### src/rtl/cvw_pkg.sv
// Shared types and helpers for the divide/sqrt control slice.
// Holds the FSM state encoding and the iteration-count helper.
package cvw_pkg;

  typedef enum logic [1:0] {
    IDLE = 2'd0,
    BUSY = 2'd1,
    DONE = 2'd2
  } fdivsqrt_state_t;

  // Cycles needed to produce DIVb+1 result bits when DIVCOPIES bits are retired per cycle.
  function automatic int fdivsqrtCycles(input int divb, input int copies);
    return (divb + copies) / copies;
  endfunction

endpackage

### src/rtl/openhw_fdivsqrt_itercnt.sv
// Iteration counter for the divide/sqrt recurrence.
// Provides clear, enable and a terminal-count flag.
module openhw_fdivsqrt_itercnt #(
  parameter int CYCLES = 6,
  parameter int CNTW   = 3
) (
  input  logic            clk,
  input  logic            resetn,
  input  logic            i_clr,
  input  logic            i_en,
  output logic [CNTW-1:0] o_cnt,
  output logic            o_tc
);

  logic [CNTW-1:0] r_cnt;

  always_ff @(posedge clk or negedge resetn) begin
    if (!resetn) begin
      r_cnt <= '0;
    end else if (i_clr) begin
      r_cnt <= '0;
    end else if (i_en) begin
      r_cnt <= r_cnt + CNTW'(1);
    end
  end

  assign o_cnt = r_cnt;
  assign o_tc  = (r_cnt == CNTW'(CYCLES - 1));

endmodule

### src/rtl/openhw_fdivsqrt_ctrl.sv
// Control FSM for the radix-2 divide/sqrt unit.
// Sequences the start pulse, the iteration enables and the done handshake; there is no datapath here.
module openhw_fdivsqrt_ctrl
  import cvw_pkg::*;
#(
  parameter int  DIVb      = 11,
  parameter int  DIVCOPIES = 2,
  localparam int CYCLES    = fdivsqrtCycles(DIVb, DIVCOPIES),
  localparam int CNTW      = ($clog2(CYCLES) > 1) ? $clog2(CYCLES) : 1
) (
  input  logic            clk,
  input  logic            resetn,
  input  logic            FDivStartE,
  input  logic            SqrtE,
  input  logic            SpecialCaseE,
  input  logic            WZeroE,
  input  logic            FlushE,
  input  logic            StallM,
  output logic            IFDivStartE,
  output logic            IterEnE,
  output logic            FDivBusyE,
  output logic            FDivDoneE,
  output logic            SqrtM,
  output logic            SpecialCaseM,
  output logic [CNTW-1:0] CntE
);

  fdivsqrt_state_t r_state;
  fdivsqrt_state_t w_nextState;
  logic            r_sqrt;
  logic            r_special;
  logic            w_start;
  logic            w_iterEn;
  logic            w_leave;
  logic            w_tc;

  // Resetn gating keeps the start pulse quiet while reset is held.
  assign w_start = resetn & FDivStartE & ~FlushE & (r_state == IDLE);
  assign w_leave = w_tc | (WZeroE & ~r_sqrt);

  always_ff @(posedge clk or negedge resetn) begin
    if (!resetn) begin
      r_state <= IDLE;
    end else begin
      r_state <= w_nextState;
    end
  end

  always_comb begin
    w_nextState = r_state;
    w_iterEn    = 1'b0;
    case (r_state)
      IDLE: begin
        if (w_start) begin
          w_nextState = SpecialCaseE ? DONE : BUSY;
        end
      end
      BUSY: begin
        w_iterEn = 1'b1;
        if (w_leave) begin
          w_nextState = DONE;
        end
      end
      DONE: begin
        if (!StallM) begin
          w_nextState = IDLE;
        end
      end
      default: w_nextState = IDLE;
    endcase
    if (FlushE) begin
      w_nextState = IDLE;
      w_iterEn    = 1'b0;
    end
  end

  always_ff @(posedge clk or negedge resetn) begin
    if (!resetn) begin
      r_sqrt    <= 1'b0;
      r_special <= 1'b0;
    end else if (w_start) begin
      r_sqrt    <= SqrtE;
      r_special <= SpecialCaseE;
    end
  end

  // The count is held on the exit cycle so it reports the last iteration performed.
  openhw_fdivsqrt_itercnt #(
    .CYCLES(CYCLES),
    .CNTW  (CNTW)
  ) u_itercnt (
    .clk   (clk),
    .resetn(resetn),
    .i_clr (w_start),
    .i_en  (w_iterEn & ~w_leave),
    .o_cnt (CntE),
    .o_tc  (w_tc)
  );

  assign IFDivStartE  = w_start;
  assign IterEnE      = w_iterEn;
  assign FDivBusyE    = (r_state == BUSY) | (w_start & ~SpecialCaseE);
  assign FDivDoneE    = (r_state == DONE);
  assign SqrtM        = r_sqrt;
  assign SpecialCaseM = r_special;

endmodule

### config.mk
export PLATFORM = sky130hd
export DESIGN_NAME = openhw_fdivsqrt_ctrl
export DESIGN_NICKNAME = d
export VERILOG_FILES = /design/src/rtl/cvw_pkg.sv /design/src/rtl/openhw_fdivsqrt_itercnt.sv /design/src/rtl/openhw_fdivsqrt_ctrl.sv
export SDC_FILE = /design/constraint.sdc
export NUM_CORES = 1
export LEC_CHECK = 0
export CAP_MARGIN = 20
export CORE_AREA = 2 2 39 41
export DETAILED_ROUTE_END_ITERATION = 10
export DIE_AREA = 0 0 41 43
export DONT_BUFFER_PORTS = 1
export HOLD_SLACK_MARGIN = 0.1
export PLACE_DENSITY_LB_ADDON = 0.2
export REMOVE_ABC_BUFFERS = 1
export SLEW_MARGIN = 30
export SYNTH_ARGS = -nofsm -noshare
export SYNTH_HDL_FRONTEND = slang
export SYNTH_SLANG_ARGS = --single-unit
### constraint.sdc
create_clock -name clk -period 1.9 [get_ports clk]
set_input_delay 0.19 -clock clk [delete_from_list [all_inputs] [get_ports clk]]
set_output_delay 0.19 -clock clk [all_outputs]
set_load 0.03 [all_outputs]
==> results.ini <==
[timing]
hold_viol=0
worst_slew_pin_slew_ns=0.387
fmax_mhz=563
finalHoldWorstSlack_ns=0.184
post-route-min-period_ns=1.78
finalCritPeriodShare_pct=93.5
setup_violations=0
skew_ns=0.00534
finalMaxSlewViolations=0
max_slew_margin_pct=74.2
grt_setup_unrepaired=no
setup_tns_ns=0

[global_route]
antenna_found_initial=0
grt_overflow=0
grt_pass1_vias=355
groute.usage.overall_pct=12.7
grt_start_max_net_pins=8
grt_pass1_wl_um=1560

[cells_and_area]
fin_cells=65
final-seq-area_um2=175
antenna_cells=0
fin_nets=60
fillCellCount=142
finish.utilization_pct=37.6
multi_input_area_um2=220
synthToLayoutAreaGrowth_pct=26.4
drive_gt1_share_pct=34.7

[route]
drt_pass1_iterations=2
drc=0
antenna_left=0
detailroute.via_count=353
wirelength_um=1020
via_per_inst=5.43
avgRoutedWirePerCell_um=15.6
initialDrtViolationCount=4

[place]
dp_hpwl_um=779
globalplace.congestion=0.732
dp_cells=58
port_buffers=0

[min_path]
min_path_type=in -> reg

[synth]
syn-instance-count=38
syn_area_um2=412
synth_edf_count=0
ys.flop_type=dfrtp_1
synth_top_area_share_pct=42.6
yosysTopAreaCell=dfrtp_1
ys_warn_count=0
yosysMostFrequentCell=dfrtp_1
synth_top_cells_by_count=dfrtp_1 (7), inv_1 (4)
ys_seq_elements=7
ys_top_cells_by_area=dfrtp_1 (43%), ha_1 (6.1%), mux2_2 (5.5%)
ys_seq_area_share_pct=42.6
syn_area_per_cell_um2=10.8
synth.distinct_cells=25
async_flop_share_pct=100

[die]
die_y_um=43
initial_core_util_pct=29.7
core_area_um2=1380
num_rows=14
die_area_um2=1760
die_w_um=41
ios=17

[clock_tree]
numCtsBuffers=3
cts_tree=built
cts.clk_slew.worst_paths_ns=0.05
root_buffer=clkbuf_4
cts.sinks=7
htreeDepth=1
ctsLongestPathBuffers=2
insertion_delay_ns=0.25

[power]
leakage_nw=0.243
p_total_mw=0.438
p_per_area_nw_per_um2=842
ir_worst_vdd_mv=0.380

[setup_path]
cp_max_fo=7
critPathCaptureType=output pin
start_kind=flop
worst-setup-path-type=reg -> out
worstPathArrival_ns=1.59
critical_path_required_ns=1.71

[run]
maxCapViolations=0

[status]
status=complete, no violations

routing by layer:
| metal | share of wire (%) | wire (um) | GRT usage (%) |
|---|---|---|---|
| met1 | 45 | 453 | 19.1 |
| met2 | 46 | 469 | 17.2 |
| met3 | 9.3 | 94 | 3.66 |
| met4 | 0 | 0 | 4.00 |
| met5 | 0 | 0 | 0 |
area by class of cell:
| type | count | share of cell area, % |
|---|---|---|
| flip-flops and latches | 7 | 33.7 |
| multi-input cells | 26 | 42.3 |
| inverters | 5 | 3.61 |
| repair buffers | 7 | 11.5 |
| clock buffers | 4 | 5.05 |
| well taps | 16 | 3.85 |
report_power, final:
| group | total, mW | switching (mW) | internal [mW] |
|---|---|---|---|
| Combinational | 0.103 | 0.0594 | 0.0436 |
| Clock | 0.133 | 0.0532 | 0.0801 |
| Sequential | 0.202 | 0.0347 | 0.167 |
| Total | 0.438 | 0.147 | 0.291 |
final timing paths:
check | endpoint | cells past startpoint | from | slack (ns)
worst max-delay path | FDivBusyE | 3 | r_state[0] | 0.12
worst min-delay path | r_state[0] | 2 | FlushE | 0.18
worst max register to register | u_itercnt.o_cnt[1] | 4 | u_itercnt.o_cnt[0] | 0.23
worst min register to register | u_itercnt.o_cnt[1] | 1 | r_state[0] | 0.64
max in group asynchronous | u_itercnt.o_cnt[2] | 1 | resetn | 1.36
min in group asynchronous | SqrtM | 1 | resetn | 0.28
cells by family (layout without fill, tap and decap cells):
logic type	count (synthesis)	after routing	share of synthesized area, %
simple gates	12	12	22.8
compound gates	10	10	18.5
flops	7	7	42.6
buf+inv	5	16	4.56
fa+ha+maj	2	2	6.08
mux	2	2	5.47
layout by cell type (no fill, tap or decap):
| master | netlist | final |
|---|---|---|
| or2_2 | 1 | 1 |
| dfrtp_1 | 7 | 7 |
| and3b_1 | 1 | 1 |
| a221o_1 | 1 | 1 |
| dlygate4sd3_1 | 0 | 3 |
| or4_1 | 1 | 1 |
| nor3_1 | 1 | 1 |
| o31ai_1 | 1 | 1 |
| inv_1 | 4 | 4 |
| or4b_2 | 1 | 1 |
| and2b_2 | 1 | 1 |
| o41ai_1 | 1 | 1 |
| inv_2 | 1 | 1 |
| clkbuf_1 | 0 | 1 |
| o31a_1 | 1 | 1 |
| or4_4 | 1 | 2 |
| a21oi_1 | 2 | 2 |
| or3b_4 | 1 | 1 |
| ha_1 | 2 | 2 |
| nand2_1 | 1 | 1 |
| o22ai_1 | 2 | 2 |
| a311o_1 | 1 | 1 |
| buf_4 | 0 | 4 |
| mux2_2 | 2 | 2 |
| nor2b_1 | 1 | 1 |
| and2_1 | 1 | 1 |
| a21oi_2 | 1 | 1 |
| clkbuf_4 | 0 | 3 |
per-stage QoR:
step,setup WS [ns],cell area [um^2]
2_1_floorplan,0.0637,412
3_3_place_gp,0.230,462
3_5_place_dp,0.200,462
4_1_cts,0.105,520
5_1_grt,0.0615,520
6_report,0.124,520
flip-flops by register name, indices dropped and copies added, names as in the netlist:
signal / count
r_state: 2
SpecialCaseM: 1
u_itercnt.o_cnt: 3
SqrtM: 1
critical path, stage by stage (launching register included):
cell and delay [ns]:
dfrtp_1 0.43, or4_4 0.59, o22ai_1 0.14, buf_4 0.18
timing repair:
item,4_1_cts,5_1_grt
resized for setup,1,0
buffers inserted,0,0
hold buffers,3,0
endpoints found under the hold margin,11,0
setup endpoints to repair,2,0
(Power assumes the default switching activity.)
